<file path="src/rtl/i2c_pkg.sv">
// i2c_pkg: shared command codes, register select, status codes and sequencer states
package i2c_pkg;
    localparam logic [7:0] CMD_START   = 8'd1;
    localparam logic [7:0] CMD_STOP    = 8'd2;
    localparam logic [7:0] CMD_RD_ACK  = 8'd4;
    localparam logic [7:0] CMD_RD_NACK = 8'd5;
    localparam logic [7:0] CMD_WRITE   = 8'd6;
    localparam logic AD_DATA = 1'b0;
    localparam logic AD_CMD  = 1'b1;
    localparam logic [1:0] ERR_OK      = 2'd0;
    localparam logic [1:0] ERR_NACK    = 2'd1;
    localparam logic [1:0] ERR_TIMEOUT = 2'd2;
    localparam logic [3:0] S_IDLE    = 4'd0;
    localparam logic [3:0] S_START   = 4'd1;
    localparam logic [3:0] S_ADDR_W  = 4'd2;
    localparam logic [3:0] S_REG     = 4'd3;
    localparam logic [3:0] S_DATA    = 4'd4;
    localparam logic [3:0] S_RESTART = 4'd5;
    localparam logic [3:0] S_ADDR_R  = 4'd6;
    localparam logic [3:0] S_READ    = 4'd7;
    localparam logic [3:0] S_STOP    = 4'd8;
    localparam logic [3:0] S_FINISH  = 4'd9;
endpackage

</file>
<file path="src/rtl/i2c_cmd_issuer.sv">
// i2c_cmd_issuer: issues one master step (optional data write + command write) and waits for DONE
// Ports: clk/reset (async, active-low); go + is_write_byte/cmd/wr_byte start a step;
// m_* drive/observe the master; done/nack/timeout are one-cycle step results.
module i2c_cmd_issuer
    import i2c_pkg::*;
#(
    parameter int TIMEOUT = 4096,
    parameter int GUARD   = 2
) (
    input  logic       clk,
    input  logic       reset,
    input  logic       go,
    input  logic       is_write_byte,
    input  logic [7:0] cmd,
    input  logic [7:0] wr_byte,
    input  logic       m_done,
    input  logic       m_error,
    output logic       m_cs,
    output logic       m_we,
    output logic       m_ad,
    output logic [7:0] m_di,
    output logic       done,
    output logic       nack,
    output logic       timeout
);
    localparam logic [1:0] P_IDLE = 2'd0;
    localparam logic [1:0] P_CMD  = 2'd1;
    localparam logic [1:0] P_WAIT = 2'd2;

    logic [1:0]  phase;
    logic [7:0]  pend_cmd;
    logic        pend_wr;
    logic [15:0] cnt;

    // cnt is 0 in the command strobe cycle, so DONE is first honoured GUARD+1 cycles later
    assign done    = phase == P_WAIT && m_done && cnt > 16'(GUARD);
    assign nack    = done && m_error && pend_wr;
    assign timeout = phase == P_WAIT && !done && cnt == 16'(TIMEOUT - 1);

    always_ff @(posedge clk or negedge reset) begin
        if (!reset) begin
            phase    <= P_IDLE;
            pend_cmd <= '0;
            pend_wr  <= 1'b0;
            cnt      <= '0;
            m_cs     <= 1'b0;
            m_we     <= 1'b0;
            m_ad     <= AD_DATA;
            m_di     <= '0;
        end else begin
            m_cs <= 1'b0;
            m_we <= 1'b0;
            m_ad <= AD_DATA;
            m_di <= '0;
            if (go) begin
                m_cs     <= 1'b1;
                m_we     <= 1'b1;
                m_ad     <= is_write_byte ? AD_DATA : AD_CMD;
                m_di     <= is_write_byte ? wr_byte : cmd;
                pend_cmd <= cmd;
                pend_wr  <= is_write_byte;
                cnt      <= '0;
                phase    <= is_write_byte ? P_CMD : P_WAIT;
            end else if (phase == P_CMD) begin
                m_cs  <= 1'b1;
                m_we  <= 1'b1;
                m_ad  <= AD_CMD;
                m_di  <= pend_cmd;
                cnt   <= '0;
                phase <= P_WAIT;
            end else if (phase == P_WAIT) begin
                cnt <= cnt + 16'd1;
                if (done || timeout) phase <= P_IDLE;
            end
        end
    end
endmodule

</file>
<file path="src/rtl/i2c_reg_seq.sv">
// i2c_reg_seq: turns one register read/write request into the full I2C master command sequence
// Ports: clk/reset (async, active-low); req/rw/dev_addr/reg_addr/wdata request;
// busy/fin_p/rdata/err result; m_cs/m_we/m_ad/m_di/m_do/m_done/m_error master interface.
module i2c_reg_seq
    import i2c_pkg::*;
#(
    parameter int TIMEOUT = 4096,
    parameter int GUARD   = 2
) (
    input  logic       clk,
    input  logic       reset,
    input  logic       req,
    input  logic       rw,
    input  logic [6:0] dev_addr,
    input  logic [7:0] reg_addr,
    input  logic [7:0] wdata,
    output logic       busy,
    output logic       fin_p,
    output logic [7:0] rdata,
    output logic [1:0] err,
    output logic       m_cs,
    output logic       m_we,
    output logic       m_ad,
    output logic [7:0] m_di,
    input  logic [7:0] m_do,
    input  logic       m_done,
    input  logic       m_error
);
    logic [3:0] state, nxt, succ;
    logic       rw_q;
    logic [6:0] dev_q;
    logic [7:0] reg_q, wdata_q;
    logic       go, is_wr, done, nack, timeout;
    logic [7:0] cmd, wr_byte;

    assign busy  = state != S_IDLE && state != S_FINISH;
    assign fin_p = state == S_FINISH;

    always_comb begin
        succ = S_FINISH;
        case (state)
            S_START:   succ = S_ADDR_W;
            S_ADDR_W:  succ = S_REG;
            S_REG:     succ = rw_q ? S_RESTART : S_DATA;
            S_DATA:    succ = S_STOP;
            S_RESTART: succ = S_ADDR_R;
            S_ADDR_R:  succ = S_READ;
            S_READ:    succ = S_STOP;
            default:   succ = S_FINISH;
        endcase
    end

    // a NACK on any address/data byte still releases the bus via STOP; a timeout does not
    always_comb begin
        nxt = state;
        if (state == S_IDLE) nxt = req ? S_START : S_IDLE;
        else if (state == S_FINISH) nxt = S_IDLE;
        else if (timeout) nxt = S_FINISH;
        else if (nack) nxt = S_STOP;
        else if (done) nxt = succ;
    end

    // step parameters are taken from the state being entered so its strobe lands next cycle
    assign go      = nxt != state && nxt != S_IDLE && nxt != S_FINISH;
    assign is_wr   = nxt == S_ADDR_W || nxt == S_REG || nxt == S_DATA || nxt == S_ADDR_R;
    assign cmd     = (nxt == S_START || nxt == S_RESTART) ? CMD_START :
                     nxt == S_READ ? CMD_RD_NACK :
                     nxt == S_STOP ? CMD_STOP : CMD_WRITE;
    assign wr_byte = nxt == S_ADDR_W ? {dev_q, 1'b0} :
                     nxt == S_ADDR_R ? {dev_q, 1'b1} :
                     nxt == S_REG ? reg_q : wdata_q;

    i2c_cmd_issuer #(.TIMEOUT(TIMEOUT), .GUARD(GUARD)) u_issuer (
        .clk           (clk),
        .reset         (reset),
        .go            (go),
        .is_write_byte (is_wr),
        .cmd           (cmd),
        .wr_byte       (wr_byte),
        .m_done        (m_done),
        .m_error       (m_error),
        .m_cs          (m_cs),
        .m_we          (m_we),
        .m_ad          (m_ad),
        .m_di          (m_di),
        .done          (done),
        .nack          (nack),
        .timeout       (timeout)
    );

    always_ff @(posedge clk or negedge reset) begin
        if (!reset) begin
            state   <= S_IDLE;
            rw_q    <= 1'b0;
            dev_q   <= '0;
            reg_q   <= '0;
            wdata_q <= '0;
            rdata   <= '0;
            err     <= ERR_OK;
        end else begin
            state <= nxt;
            if (state == S_IDLE && req) begin
                rw_q    <= rw;
                dev_q   <= dev_addr;
                reg_q   <= reg_addr;
                wdata_q <= wdata;
                err     <= ERR_OK;
            end
            if (timeout) err <= ERR_TIMEOUT;
            if (nack) err <= ERR_NACK;
            if (state == S_READ && done) rdata <= m_do;
        end
    end
endmodule
</file>
<file path="config.mk">
export PLATFORM = sky130hd
export DESIGN_NAME = i2c_reg_seq
export DESIGN_NICKNAME = d
export VERILOG_FILES = /design/src/rtl/i2c_pkg.sv /design/src/rtl/i2c_cmd_issuer.sv /design/src/rtl/i2c_reg_seq.sv
export SDC_FILE = /design/constraint.sdc
export NUM_CORES = 1
export LEC_CHECK = 0
export CORE_UTILIZATION = 60
export CTS_CLUSTER_SIZE = 16
export DETAILED_ROUTE_END_ITERATION = 6
export DONT_BUFFER_PORTS = 1
export PLACE_DENSITY = 0.77
export SLEW_MARGIN = 20
export SYNTH_ARGS = -nofsm -noshare
export SYNTH_HDL_FRONTEND = slang
export SYNTH_HIERARCHICAL = 1
export SYNTH_SLANG_ARGS = --single-unit
</file>
<file path="constraint.sdc">
create_clock -name clk -period 10.5 [get_ports clk]
set_input_delay 0.525 -clock clk [delete_from_list [all_inputs] [get_ports clk]]
set_output_delay 0.525 -clock clk [all_outputs]
set_load 0.02 [all_outputs]
</file>
# ---- Yosys cells after proc, flatten, opt, wreduce, memory -nomap -nowiden
# Cells that the tools add are included.
dict set report word_totals {
  output_inout_bits 23
  reg_bits 75
  inputBits 37
}
dict set report op_classes {
  eq_ne 22
  addsub 1
  n_reduce_logical 25
  order_cmp 1
  n_mux 32
}
# cell n
set ops {}
lappend ops {{2-to-1 mux 16 bit} 3}
lappend ops {{2-to-1 mux 8 bit} 6}
lappend ops {{== test 4 x 3 -> 1 bit (second input constant)} 8}
lappend ops {{one-hot mux 4 bit (6 select lines)} 1}
lappend ops {{2-to-1 mux 4 bit} 5}
lappend ops {{adder 16 x 1 -> 16 bit (second input constant)} 1}
lappend ops {{== test 16 x 12 -> 1 bit (second input constant)} 1}
lappend ops {{== test 4 x 2 -> 1 bit (second input constant)} 4}
lappend ops {{greater-than comparator 16 x 2 -> 1 bit (second input constant)} 1}
lappend ops {{2-to-1 mux 2 bit} 8}
lappend ops {{logical AND 1 bit} 11}
lappend ops {{2-to-1 mux 3 bit} 3}
lappend ops {{nonzero test 3 bit} 3}
lappend ops {{== test 4 x 1 -> 1 bit (second input constant)} 2}
lappend ops {{== test 4 bit (second input constant)} 2}
lappend ops {{inequality test 4 bit (second input constant)} 2}
lappend ops {{nonzero test 4 bit} 2}
lappend ops {{2-to-1 mux 1 bit} 6}
lappend ops {{logical OR 1 bit} 5}
lappend ops {{logical NOT 4 bit} 1}
lappend ops {{inequality test 4 bit} 1}
lappend ops {{== test 2 x 1 -> 1 bit (second input constant)} 1}
lappend ops {{== test 2 bit (second input constant)} 1}
lappend ops {{AND reduction 2 bit} 1}
lappend ops {{other kinds (2)} 2}

# ---- Logic depth before layout (Yosys ltp)
# Gate-level depths: netlist of the first run.
dict set report logic_depth {
  word_depth 15
  ltp_mapped 16
  mapped_depth_nobuf 15
}

# ---- Cells and area by module
# The synthesis of the first run kept the hierarchy.
# mod n_inst area_each_um2 cells_each seq_area_each_um2
set by_module_without_submodules {}
lappend by_module_without_submodules {i2c_reg_seq 1 2004.4 162 950.9}
lappend by_module_without_submodules {i2c_cmd_issuer 1 1899.3 196 925.9}

# ---- Worst setup path before layout of the first run
# Ideal clock, no wire load.
dict set report synth_path {
  path_kind {register to register}
  startpoint {register u_issuer.cnt[4]}
  endpoint {register u_issuer.phase[0]}
  path_buffers 4
  path_stages_with_launch 14
  arrival_time_ns 3.374
  required_time_ns 10.364
  path_slack_ns 6.989
  setup_ns 0.136
  synth_period_minus_slack_ns 3.511
  cell_sequence {dfrtp_1 > or4_4 > a2111oi_4 > a31oi_2 > and4b_1 > inv_1 > o21ai_1 > a31oi_4 > buf_6 > mux2i_1 > clkbuf_1 > clkbuf_1 > clkbuf_1 > o21ai_0}
}
dict set report synth_via {
  elab_cells_between_ends 31
  classes_between {1 x order compare; 7 x eq/ne; 7 x mux; 16 x reduce/logical}
}
# element line_no
set synth_lines {}
lappend synth_lines {{from (decl)} i2c_cmd_issuer.sv:33} ;# logic [15:0] cnt;
lappend synth_lines {{from (signal assigned)} i2c_cmd_issuer.sv:72} ;# cnt <= cnt + 16'd1;
lappend synth_lines {{greater-than comparator 16 x 2 -> 1 bit *} i2c_cmd_issuer.sv:36} ;# assign done = phase == P_WAIT && m_done && cnt > 16'(GUARD);
lappend synth_lines {{logical AND 1 bit *} i2c_cmd_issuer.sv:36}
lappend synth_lines {{net done} i2c_reg_seq.sv:33} ;# logic go, is_wr, done, nack, timeout;
lappend synth_lines {{logical NOT 1 bit *} i2c_cmd_issuer.sv:38} ;# assign timeout = phase == P_WAIT && !done && cnt == 16'(TIMEOUT - 1);
lappend synth_lines {{logical AND 1 bit * (2 in a row)} i2c_cmd_issuer.sv:38}
lappend synth_lines {{net timeout} i2c_reg_seq.sv:33}
lappend synth_lines {{2-to-1 mux 4 bit *} i2c_reg_seq.sv:58} ;# else if (timeout) nxt = S_FINISH;
lappend synth_lines {{2-to-1 mux 4 bit *} i2c_reg_seq.sv:57} ;# else if (state == S_FINISH) nxt = S_IDLE;
lappend synth_lines {{2-to-1 mux 4 bit *} i2c_reg_seq.sv:56} ;# if (state == S_IDLE) nxt = req ? S_START : S_IDLE;
lappend synth_lines {{inequality test 4 bit / nonzero test 4 bit (equally long branches)} i2c_reg_seq.sv:64} ;# assign go = nxt != state && nxt != S_IDLE && nxt != S_FINISH;
lappend synth_lines {{logical AND 1 bit} i2c_reg_seq.sv:64}
lappend synth_lines {{logical AND 1 bit *} i2c_reg_seq.sv:64}
lappend synth_lines {{net go} i2c_reg_seq.sv:33}
lappend synth_lines {{nonzero test 3 bit (no source line)} --}
lappend synth_lines {{AND reduction 2 bit (no source line)} --}
lappend synth_lines {{to (signal assigned)} i2c_cmd_issuer.sv:63} ;# phase <= is_write_byte ? P_CMD : P_WAIT;
lappend synth_lines {{to (decl)} i2c_cmd_issuer.sv:30} ;# logic [1:0] phase;
# Mark *: on every way through the listed nets, which the timed path passes. The rest lies on a longest branch.
# A chain may end at the register's enable or synchronous reset.

# ---- Worst setup path in the final report of the first run
dict set report layout_path {
  startpoint {register u_issuer.phase[1]}
  endpoint {register u_issuer.cnt[15]}
}
dict set report layout_via {
  elab_chain_len 13
  elab_cells_between_ends 22
  classes_between {4 x eq/ne; 7 x mux; 11 x reduce/logical}
}
# element line_no
set layout_lines {}
lappend layout_lines {{== test 2 bit *} i2c_cmd_issuer.sv:36}
lappend layout_lines {{logical AND 1 bit * (2 in a row)} i2c_cmd_issuer.sv:36}
lappend layout_lines {{net done} i2c_reg_seq.sv:33}
lappend layout_lines {{logical NOT 1 bit *} i2c_cmd_issuer.sv:38}
lappend layout_lines {{logical AND 1 bit * (2 in a row)} i2c_cmd_issuer.sv:38}
lappend layout_lines {{net timeout} i2c_reg_seq.sv:33}
lappend layout_lines {{2-to-1 mux 4 bit *} i2c_reg_seq.sv:58}
lappend layout_lines {{2-to-1 mux 4 bit *} i2c_reg_seq.sv:57}
lappend layout_lines {{2-to-1 mux 4 bit *} i2c_reg_seq.sv:56}
lappend layout_lines {{inequality test 4 bit / nonzero test 4 bit (equally long branches)} i2c_reg_seq.sv:64}
lappend layout_lines {{logical AND 1 bit} i2c_reg_seq.sv:64}
lappend layout_lines {{logical AND 1 bit *} i2c_reg_seq.sv:64}
lappend layout_lines {{net go} i2c_reg_seq.sv:33}
lappend layout_lines {{nonzero test 3 bit (no source line) / 2-to-1 mux 16 bit (equally long branches)} --}
# Marked as above.

==> metrics.txt, run 1 <==
worst reg-to-reg setup slack=between 5 and 6 ns; die outline width=82.66 µm; residual antenna-violating net count after detailed routing=0; Critical Path Max Stage Delay=roughly 0.61 ns; Synth Warn #=6; number of top-level pins=60; cell type contributing the most total cell area after synthesis=sky130_fd_sc_hd__dfrtp_1; number of cells in the design after placement=between 400 and 500; cell types with the largest area share after synthesis=sky130_fd_sc_hd__dfrtp_1 (48%), sky130_fd_sc_hd__mux2_2 (12%), sky130_fd_sc_hd__nand2_1 (3.4%); clock tree root driver cell=sky130_fd_sc_hd__clkbuf_8; Final Routed Wirelength=between 7 and 8 mm; number of iterations in the first detailed-routing pass=4; post-synthesis sequential area ratio=0.4808; element type at the critical path end=flop; number of distinct standard cells referenced by the synthesized netlist=66; initial antenna violation count=0; area share of the leading cell type in the synthesized netlist=0.4808; Core Footprint=6314 µm²; max-cap violations=0; first-pass GRT wire length=around 12 mm; share of synthesized registers carrying an async set or reset=1.000; Total Routing Usage GR=0.2424; total overflow reported by the global router=0; post-synthesis to final-layout area growth=6.378%; critical path class=reg2reg; number of clock sinks=75; Die Ht=about 83 µm; clock tree from TritonCTS=built; HP Class=in2async; final-layout setup total negative slack=0 ns; count of routing violations after the opening detailed-route iteration=145; type of origin of the critical path=flop; Static Leakage=approximately 1.8 nW; clock buffer count from CTS=9; pin count of the biggest net entering global routing=76; number of flops mapped to enable cells by yosys=0; area of the die=~6800 µm²; count of endpoints failing setup in the final report=0; initial standard-cell utilization of the core=0.6183; number of H-tree levels=3; VDD IR-drop max=between 0.15 and 0.2 mV; routed via count=roughly 2600; fill cell count=about 500; cell type of the slowest stage on the worst timing path=sky130_fd_sc_hd__dfrtp_1; via count of the first global-routing pass=~2500; cell with the most instances after synthesis=sky130_fd_sc_hd__dfrtp_1; startpoint of the worst register-to-register path=u_issuer/phase[1]; buffer levels on the longest clock path=2; gp weighted congestion=around 0.85; outcome=finished, final reports clean; CP required=about 11 ns; power density normalized to cell area=335.2 nW/µm²; Final Cycle Share=0.4344; synth cell count leaders=sky130_fd_sc_hd__dfrtp_1 (75), sky130_fd_sc_hd__mux2_2 (40), sky130_fd_sc_hd__nand2_1 (35); slew margin rel.=0.4083; Cells after Synth=358; Row Count=29; Gates resized, CTS repair=0; area occupied by multi-input gates=1886 µm²; ratio of routed vias to standard cells=5.989; worst reg2reg path endpoint=u_issuer/cnt[15]; Post-Layout Cell Count=roughly 440; highest clock frequency the design can meet=approximately 0.22 GHz; storage element area=between 1500 and 2000 µm²; count of buffer and inverter cells on the critical path=1; post-route minimum period=4.561 ns; Main synth FF type=sky130_fd_sc_hd__dfrtp_1; register clock-pin slew on the reported worst setup and hold paths=roughly 0.08 ns; number of I/O port buffers=0; Yosys reg bits=75; count of nets after finishing=slightly below 400; post-synthesis area per instance=roughly 11 µm²; half-perimeter wire length after placement=about 5 mm; final setup skew=around 0.011 ns; total power=about 1.4 mW; count of final max-slew check failures=0; RSZ-0062 raised after global routing=no; count of endpoints failing hold in the final timing report=0; layout cells sized above 1=0.2327; Avg WL per Cell=17.01 µm; cell area after synthesis=3904 µm²; antenna fix cells=0; DRC violations left=0; number of cells traversed by the worst register-to-register path=12; Critical Path Fanout Max=38; WP data arrival=4.83 ns; kind of cell adding the most delay to the critical path=compound AO/OA/AOI/OAI gates; ordered cell list for the critical path=nor2b_1, nand2_1, a31oi_2, and4b_1, nor2_1, o2111ai_2, a31oi_4, mux2i_2, buf_4, o211ai_1, or4_1, a21oi_1; Worst Max-Slew Pin Slew=0.8876 ns; Worst-Skew Late Latency=approximately 0.35 ns
==> layout by cell type, fill, tap and decap left out, drive strengths merged, types with 6 or more instances in the layout <==
cell / n
nand3: 6
conb: 10
dfrtp: 75
nand2b: 15
nor2: 19
xor2: 11
mux2: 40
a21oi: 14
o21ai: 19
nand2: 36
clkbuf: 10
o32a: 7
and2: 8
o21a: 7
a31oi: 6
inv: 10
==> registers in the layout (all words and copies together), names as in the netlist <==
register           cells
dev_q                  7
err                    2
rdata                  8
reg_q                  8
rw_q                   1
state                  4
u_issuer/cnt          16
u_issuer/m_ad          1
u_issuer/m_di          8
u_issuer/m_we          1
u_issuer/pend_cmd      8
u_issuer/pend_wr       1
u_issuer/phase         2
wdata_q                8
==> report_power, final <==
part | internal, mW | switching [mW] | leakage (nW)
sequential | 0.400 | 0.129 | 0.957
clock | 0.141 | 0.109 | 0.117
combinational | 0.280 | 0.334 | 0.733
total | 0.821 | 0.571 | 1.81
==> metal layers <==
metal	vias up	part of all wire	GRT usage
met4	0	0.018	0.07931
met3	15	0.048	0.06703
li1	1258	-	-
met5	-	0	0
met1	1292	0.45	0.3338
met2	58	0.48	0.3697
==> worst max-delay path by stage <==
stage | start | to | slack [ns] | cells after the start
after floorplan | u_issuer/cnt[4] | u_issuer/phase[0] | 6.99 | 13
after global placement | u_issuer/phase[1] | u_issuer/cnt[15] | 6.22 | 12
after detailed placement | u_issuer/phase[1] | u_issuer/cnt[15] | 6.04 | 12
after CTS | u_issuer/phase[1] | u_issuer/cnt[15] | 5.99 | 12
after global routing | u_issuer/phase[1] | u_issuer/cnt[15] | 5.61 | 12
final | u_issuer/phase[1] | u_issuer/cnt[15] | 5.94 | 12
==> logic make-up after synthesis <==
| kind of cell | after synthesis | synth area share |
|---|---|---|
| xor gates and xnor gates | 11 | 0.02468 |
| and+or+nand+nor | 119 | 0.1712 |
| buffers and inverters | 33 | 0.04615 |
| muxes | 42 | 0.1205 |
| adders and majority gates | 2 | 0.006409 |
| DFF | 75 | 0.4808 |
| AOI/OAI and AO/OA | 75 | 0.1494 |
| other | 1 | 0.0009606 |
==> cell type report <==
cell class                 instances  share of cell area
clock inverter                     6             0.02109
clock buffer                      10             0.03314
multi-input combinational        259              0.4541
tap                               77             0.02320
inverter                           9            0.008135
timing repair buffer               2            0.008436
sequential                        75              0.4519
==> what timing repair did <==
| action | CTS | global route |
|---|---|---|
| setup buffers | 0 | 0 |
| hold endpoints to repair | 75 | 0 |
| hold buffers | 1 | 0 |
==> per-stage QoR <==
stage          cell area (µm²)  worst slack, ns  utilization  hold slack [ns]
2_1_floorplan             3938            6.989            -           0.2294
3_3_place_gp              3899            6.222       0.6175           0.2311
3_5_place_dp              3899            6.036       0.6175           0.2310
4_1_cts                   4151            5.986       0.6576          0.06446
5_1_grt                   4153            5.615       0.6577          0.06769
6_report                  4153            5.939       0.6577          0.04481
(Power assumes the default switching activity.)
==> inputs of run 2 (changes only) <==
--- a/config.mk
+++ b/config.mk
@@ -5,11 +5,11 @@
 export SDC_FILE = /design/constraint.sdc
 export NUM_CORES = 1
 export LEC_CHECK = 0
-export CORE_UTILIZATION = 60
+export CORE_UTILIZATION = 57
 export CTS_CLUSTER_SIZE = 16
 export DETAILED_ROUTE_END_ITERATION = 6
 export DONT_BUFFER_PORTS = 1
-export PLACE_DENSITY = 0.77
+export PLACE_DENSITY = 0.76
 export SLEW_MARGIN = 20
 export SYNTH_ARGS = -nofsm -noshare
 export SYNTH_HDL_FRONTEND = slang
==> constraint.sdc (replaced) <==
create_clock -name clk -period 3.8 [get_ports clk]
set_input_delay 0.19 -clock clk [delete_from_list [all_inputs] [get_ports clk]]
set_output_delay 0.19 -clock clk [all_outputs]
set_load 0.02 [all_outputs]
==> run 2 against run 1 <==
The flow now finishes with violations (DRC). Maximum frequency rose by 29%. Combinational power rose to 3.1 times the previous value. Global-route usage rose by 0.10 points. Power rose to 2.8 times the previous value. Sequential cell count did not move. Setup slack got worse by 5.7 ns. Worst hold slack improved by 0.089 ns. Register-to-register slack got worse by 5.7 ns. Sequential power rose to 2.7 times the previous value. Routed wire length rose by 8.1%. Clock power rose to 2.7 times the previous value. Critical path depth rose by 1. Critical path type unchanged. Highest routed layer unchanged.
==> metrics.txt, run 2 (synthesized netlist as in run 1, its figures left out) <==
count of nets after finishing=438 (was 395); initial antenna violation count=0 (unchanged); number of clock sinks=75 (unchanged); half-perimeter wire length after placement=5.112 mm (was 5.103 mm); Final Routed Wirelength=8.052 mm (was 7.450 mm); Worst-Skew Late Latency=0.34 ns (was 0.35 ns); number of I/O port buffers=0 (unchanged); slew margin rel.=0.6584 (was 0.4083); Avg WL per Cell=16.78 µm (was 17.01 µm); Core Footprint=6495 µm² (was 6314 µm²); antenna fix cells=0 (unchanged); max-cap violations=0 (unchanged); power density normalized to cell area=870.8 nW/µm² (was 335.2 nW/µm²); Critical Path Fanout Max=11 (was 38); count of routing violations after the opening detailed-route iteration=181 (was 145); residual antenna-violating net count after detailed routing=0 (unchanged); register with the highest flop count=u_issuer/cnt (unchanged); first-pass GRT wire length=13.48 mm (was 12.21 mm); clock tree from TritonCTS=built (unchanged); Total Routing Usage GR=0.2435 (was 0.2424); Static Leakage=1.982 nW (was 1.807 nW); worst reg-to-reg setup slack=0.25 ns (was 5.94 ns); count of endpoints failing setup in the final report=0 (unchanged); HP Class=in2reg (was in2async); pin count of the biggest net entering global routing=76 (unchanged); count of endpoints failing hold in the final timing report=0 (unchanged); worst hold margin=0.1340 ns (was 0.04481 ns); count of final max-slew check failures=0 (unchanged); number of cells in the design after placement=429 (was 421); WP data arrival=3.75 ns (was 4.83 ns); die outline width=84.76 µm (was 82.66 µm); clock buffer count from CTS=9 (unchanged); area of the die=7183 µm² (was 6833 µm²); post-synthesis to final-layout area growth=16.60% (was 6.378%); Final Cycle Share=0.9339 (was 0.4344); post-route minimum period=3.549 ns (was 4.561 ns); via count of the first global-routing pass=2752 (was 2517); type of origin of the critical path=flop (unchanged); initial standard-cell utilization of the core=0.6010 (was 0.6183); register clock-pin slew on the reported worst setup and hold paths=0.08 ns (about the same); gp weighted congestion=0.8459 (was 0.8471); number of iterations in the first detailed-routing pass=7 (was 4); critical path class=reg2reg (unchanged); post-placement cell area=3959 µm² (was 3899 µm²); Die Ht=84.76 µm (was 82.66 µm); total overflow reported by the global router=0 (unchanged); max FFs per register=16 (unchanged); commonest non-fill, non-tap cell in the layout=sky130_fd_sc_hd__dfrtp_1 (unchanged); most used cells in the layout excluding fill and tap cells=sky130_fd_sc_hd__dfrtp_1 (74), sky130_fd_sc_hd__mux2_2 (40), sky130_fd_sc_hd__nand2_1 (35) (was sky130_fd_sc_hd__dfrtp_1 (75), sky130_fd_sc_hd__mux2_2 (40), sky130_fd_sc_hd__nand2_1 (35)); Row Count=29 (unchanged); buffer levels on the longest clock path=2 (unchanged); Layout Cell Area excl Fill=4552 µm² (was 4153 µm²); final setup skew=0.007441 ns (was 0.01082 ns); clock tree root driver cell=sky130_fd_sc_hd__clkbuf_8 (unchanged); layout cells sized above 1=0.2333 (was 0.2327); outcome=finished with violations (was finished, final reports clean); element type at the critical path end=flop (unchanged); failing checks=DRC; VDD IR-drop max=0.4003 mV (was 0.1813 mV); highest clock frequency the design can meet=0.2818 GHz (was 0.2193 GHz); DRC violations left=4 (was 0); CP required=4.00 ns (was 10.77 ns); ratio of routed vias to standard cells=5.769 (was 5.989); total power=3.964 mW (was 1.392 mW); number of H-tree levels=3 (unchanged); RSZ-0062 raised after global routing=no (unchanged); Worst Max-Slew Pin Slew=0.5123 ns (was 0.8876 ns); Post-Layout Cell Count=480 (was 438); number of top-level pins=60 (unchanged); routed via count=2769 (was 2623); final-layout setup total negative slack=0 ns (unchanged)
run 2: final timing paths:
| check | from | to | cells past startpoint |
|---|---|---|---|
| max in group asynchronous | reset | u_issuer/cnt[4] | 2 |
| setup / recovery | u_issuer/cnt[4] | u_issuer/m_di[5] | 13 |
| hold / removal | m_error | err[1] | 2 |
| min in group asynchronous | reset | wdata_q[6] | 2 |
| hold reg to reg | u_issuer/pend_cmd[7] | u_issuer/pend_cmd[7] | 2 |
| setup reg to reg | u_issuer/cnt[4] | u_issuer/m_di[5] | 13 |
run 2: layout make-up:
cell class / count / area (µm²)
tap: 77 / 96.34
multi-input combinational: 259 / 1886
clock buffer: 9 / 123.9
sequential: 75 / 1878
clock inverter: 6 / 90.09
fill: 444 / 1943
inverter: 9 / 33.78
timing repair buffer: 45 / 444.2
run 2: report_power, final:
group / leakage [nW] / switching, mW / total [mW] / internal [mW]
sequential: 0.955 / 0.327 / 1.43 / 1.11
clock: 0.106 / 0.297 / 0.665 / 0.368
combinational: 0.921 / 0.992 / 1.87 / 0.874
run 2: critical path, stage by stage (launching register included):
cell                        delay [ns]
sky130_fd_sc_hd__dfrtp_2          0.44
sky130_fd_sc_hd__or4_4            0.55
sky130_fd_sc_hd__a2111oi_4        0.34
sky130_fd_sc_hd__a31oi_2          0.17
sky130_fd_sc_hd__and4b_1          0.42
sky130_fd_sc_hd__inv_1            0.09
sky130_fd_sc_hd__o21ai_1          0.19
sky130_fd_sc_hd__a31oi_4          0.15
sky130_fd_sc_hd__buf_6            0.18
sky130_fd_sc_hd__o32a_1           0.36
sky130_fd_sc_hd__o21a_1           0.12
sky130_fd_sc_hd__mux2_2           0.26
sky130_fd_sc_hd__nand2_1          0.06
sky130_fd_sc_hd__o21ai_0          0.09
run 2: per-stage QoR:
stage	utilization	worst slack, ns
CTS	0.6960	0.1415
detailed placement	0.6095	0.1729
global route	0.7008	0.002293
floorplan	-	0.2895
global placement	0.6095	0.2540
finish	0.7008	0.2511
run 2: repair_timing:
action                     CTS  global route
hold endpoints to repair   106             1
resized for setup            0             3
setup endpoints to repair    0            18
buffers inserted             0             2
hold buffers                33             1
run 2: metal layers:
layer  track usage  part of all wire
met4       0.08320            0.0081
met5             0                 0
met2        0.4087              0.51
met3       0.05310             0.042
met1        0.3138              0.44
==> inputs of run 3 (changes only) <==
--- a/config.mk
+++ b/config.mk
@@ -10,6 +10,7 @@
 export DETAILED_ROUTE_END_ITERATION = 6
 export DONT_BUFFER_PORTS = 1
 export PLACE_DENSITY = 0.76
+export RECOVER_POWER = 100
 export SLEW_MARGIN = 20
 export SYNTH_ARGS = -nofsm -noshare
 export SYNTH_HDL_FRONTEND = slang
==> run 3 against run 2 <==
The run ends with DRC, capacitance limit, slew limit left. Sequential power about the same. Routed wire length increased by 0.62%. Global-route usage unchanged. Critical path depth unchanged. Clock skew increased by 0.0019 ns. Clock-buffer cell count unchanged. First-iteration DRC count decreased by 3.9%. Register-to-register slack about the same. Cell count unchanged. Final area decreased by 0.55%. Via count increased by 0.11%.
==> metrics.txt, run 3 (synthesized netlist as in run 1, its figures left out) <==
commonest non-fill, non-tap cell in the layout=sky130_fd_sc_hd__dfrtp_1 (unchanged); slew margin rel.=-0.1924 (was 0.6584); DRC violations left=4 (unchanged); count of endpoints failing setup in the final report=0 (unchanged); power density normalized to cell area=876.1 nW/µm² (was 870.8 nW/µm²); max-cap violations=1 (was 0); area of the die=7183 µm² (unchanged); number of H-tree levels=3 (unchanged); register clock-pin slew on the reported worst setup and hold paths=0.08 ns (about the same); Worst Max-Slew Pin Slew=1.789 ns (was 0.5123 ns); routed via count=2772 (was 2769); Core Footprint=6495 µm² (unchanged); WP data arrival=3.76 ns (was 3.75 ns); Final Cycle Share=0.9346 (was 0.9339); outcome=finished with violations (unchanged); residual antenna-violating net count after detailed routing=0 (unchanged); CP required=4.01 ns (was 4.00 ns); initial antenna violation count=0 (unchanged); type of origin of the critical path=flop (unchanged); number of I/O port buffers=0 (unchanged); register with the highest flop count=u_issuer/cnt (unchanged); die outline width=84.76 µm (unchanged); via count of the first global-routing pass=2752 (unchanged); clock tree root driver cell=sky130_fd_sc_hd__clkbuf_8 (unchanged); half-perimeter wire length after placement=5.112 mm (unchanged); number of top-level pins=60 (unchanged); number of iterations in the first detailed-routing pass=7 (unchanged); initial standard-cell utilization of the core=0.6010 (unchanged); cell type of the slowest stage on the worst timing path=sky130_fd_sc_hd__or4_4 (unchanged); switching pwr=1.625 mW (was 1.616 mW); count of nets after finishing=438 (unchanged); highest clock frequency the design can meet=0.2816 GHz (was 0.2818 GHz); relative contribution of sequential cells to total power=0.361 (about the same); Row Count=29 (unchanged); count of final max-slew check failures=76 (was 0); Total Routing Usage GR=0.2435 (unchanged); Die Ht=84.76 µm (unchanged); antenna fix cells=0 (unchanged); Avg WL per Cell=16.88 µm (was 16.78 µm); Post-Layout Cell Count=480 (unchanged); max FFs per register=16 (unchanged); HP Class=in2reg (unchanged); final-layout setup total negative slack=0 ns (unchanged); number of clock sinks=75 (unchanged); RSZ-0062 raised after global routing=no (unchanged); final setup skew=0.009340 ns (was 0.007441 ns); share of total power in combinational logic=0.470 (was 0.471); critical path class=reg2reg (unchanged); count of routing violations after the opening detailed-route iteration=174 (was 181); post-synthesis to final-layout area growth=15.96% (was 16.60%); area occupied by multi-input gates=1883 µm² (was 1886 µm²); Cell Int Power=2.341 mW (was 2.347 mW); Final Routed Wirelength=8.102 mm (was 8.052 mm); total overflow reported by the global router=0 (unchanged); ratio of routed vias to standard cells=5.775 (was 5.769); VDD IR-drop max=0.3980 mV (was 0.4003 mV); buffer levels on the longest clock path=2 (unchanged); Net Sw Frac=0.4096 (was 0.4078); Worst-Skew Late Latency=0.35 ns (was 0.34 ns); ordered cell list for the critical path=or4_4, a2111oi_4, a31oi_2, and4b_1, inv_1, o21ai_1, a31oi_4, buf_6, o32a_1, o21a_1, mux2_2, nand2_1, o21ai_0 (unchanged); clock tree from TritonCTS=built (unchanged); most used cells in the layout excluding fill and tap cells=sky130_fd_sc_hd__dfrtp_1 (74), sky130_fd_sc_hd__mux2_2 (39), sky130_fd_sc_hd__nand2_1 (35) (was sky130_fd_sc_hd__dfrtp_1 (74), sky130_fd_sc_hd__mux2_2 (40), sky130_fd_sc_hd__nand2_1 (35)); clock network fraction of design power=0.169 (was 0.168); count of endpoints failing hold in the final timing report=0 (unchanged); Static Leakage=1.972 nW (was 1.982 nW); post-route minimum period=3.552 ns (was 3.549 ns); layout cells sized above 1=0.2283 (was 0.2333); number of cells in the design after placement=429 (unchanged); Critical Path Fanout Max=11 (unchanged); failing checks=DRC, capacitance limit, slew limit (was DRC); element type at the critical path end=flop (unchanged); storage element area=1878 µm² (unchanged); pin count of the biggest net entering global routing=76 (unchanged); fill cell count=448 (was 444); first-pass GRT wire length=13.48 mm (unchanged); Critical Path Max Stage Delay=0.55 ns (about the same); gp weighted congestion=0.8459 (unchanged); clock buffer count from CTS=9 (unchanged)
-- run 3: changes by cell type in the layout (fill, tap and decap cells not counted) --
cell	before	now
sky130_fd_sc_hd__and2_0	0	1
sky130_fd_sc_hd__and2_4	1	0
sky130_fd_sc_hd__buf_16	1	0
sky130_fd_sc_hd__clkbuf_2	0	1
sky130_fd_sc_hd__mux2_1	0	1
sky130_fd_sc_hd__mux2_2	40	39
-- run 3: critical path, delay by kind of cell, from the launching register on --
kind	cells	cell delay, ns
compound gates	7	1.42
simple gates	3	1.03
flops	1	0.44
buf+inv	2	0.27
mux	1	0.25
-- run 3: final timing paths --
check | start | endpoint | slack (ns) | cells after the start
setup / recovery | u_issuer/cnt[4] | u_issuer/m_di[5] | 0.25 | 13
hold / removal | m_error | err[1] | 0.13 | 2
hold reg to reg | u_issuer/pend_cmd[7] | u_issuer/pend_cmd[7] | 0.48 | 2
setup reg to reg | u_issuer/cnt[4] | u_issuer/m_di[5] | 0.25 | 13
max in group asynchronous | reset | u_issuer/cnt[4] | 1.75 | 2
min in group asynchronous | reset | reg_q[5] | 0.87 | 2
-- run 3: power by group through the flow --
stage	clock [mW]	combinational [mW]	sequential, mW
floorplan	0	1.53	1.34
global placement	0	1.74	1.43
detailed placement	0	1.78	1.44
CTS	0.679	1.84	1.42
global route	0.722	2.06	1.47
finish	0.670	1.86	1.43
-- run 3: metrics by stage --
stage	power, mW	setup WS, ns	hold slack (ns)	utilization	area [µm²]
5_1_grt	4.254	0.002461	0.1290	0.6970	4527
3_3_place_gp	3.163	0.2540	-0.1040	0.6095	3959
6_report	3.966	0.2484	0.1290	0.6970	4527
4_1_cts	3.945	0.1415	0.005592	0.6960	4521
3_5_place_dp	3.221	0.1729	-0.1043	0.6095	3959
2_1_floorplan	2.869	0.2895	-0.1056	-	3938
-- run 3: cell type report --
cell class / count / area share
inverter: 9 / 0.007463
timing repair buffer: 45 / 0.09315
clock inverter: 6 / 0.01990
tap: 77 / 0.02128
multi-input combinational: 259 / 0.4160
sequential: 75 / 0.4149
clock buffer: 9 / 0.02736
-- run 3: repair_timing --
item	4_1_cts	5_1_grt
hold buffers	33	1
setup buffers	0	2
endpoints found under the setup margin	0	18
endpoints found under the hold margin	106	1
gates resized for setup	0	3
-- run 3: layer usage --
metal | vias up | share of wire | track usage
li1 | 1342 | - | -
met1 | 1356 | 0.45 | 0.3138
met2 | 68 | 0.51 | 0.4087
met3 | 6 | 0.040 | 0.05310
met4 | 0 | 0.0067 | 0.08320
met5 | - | 0 | 0
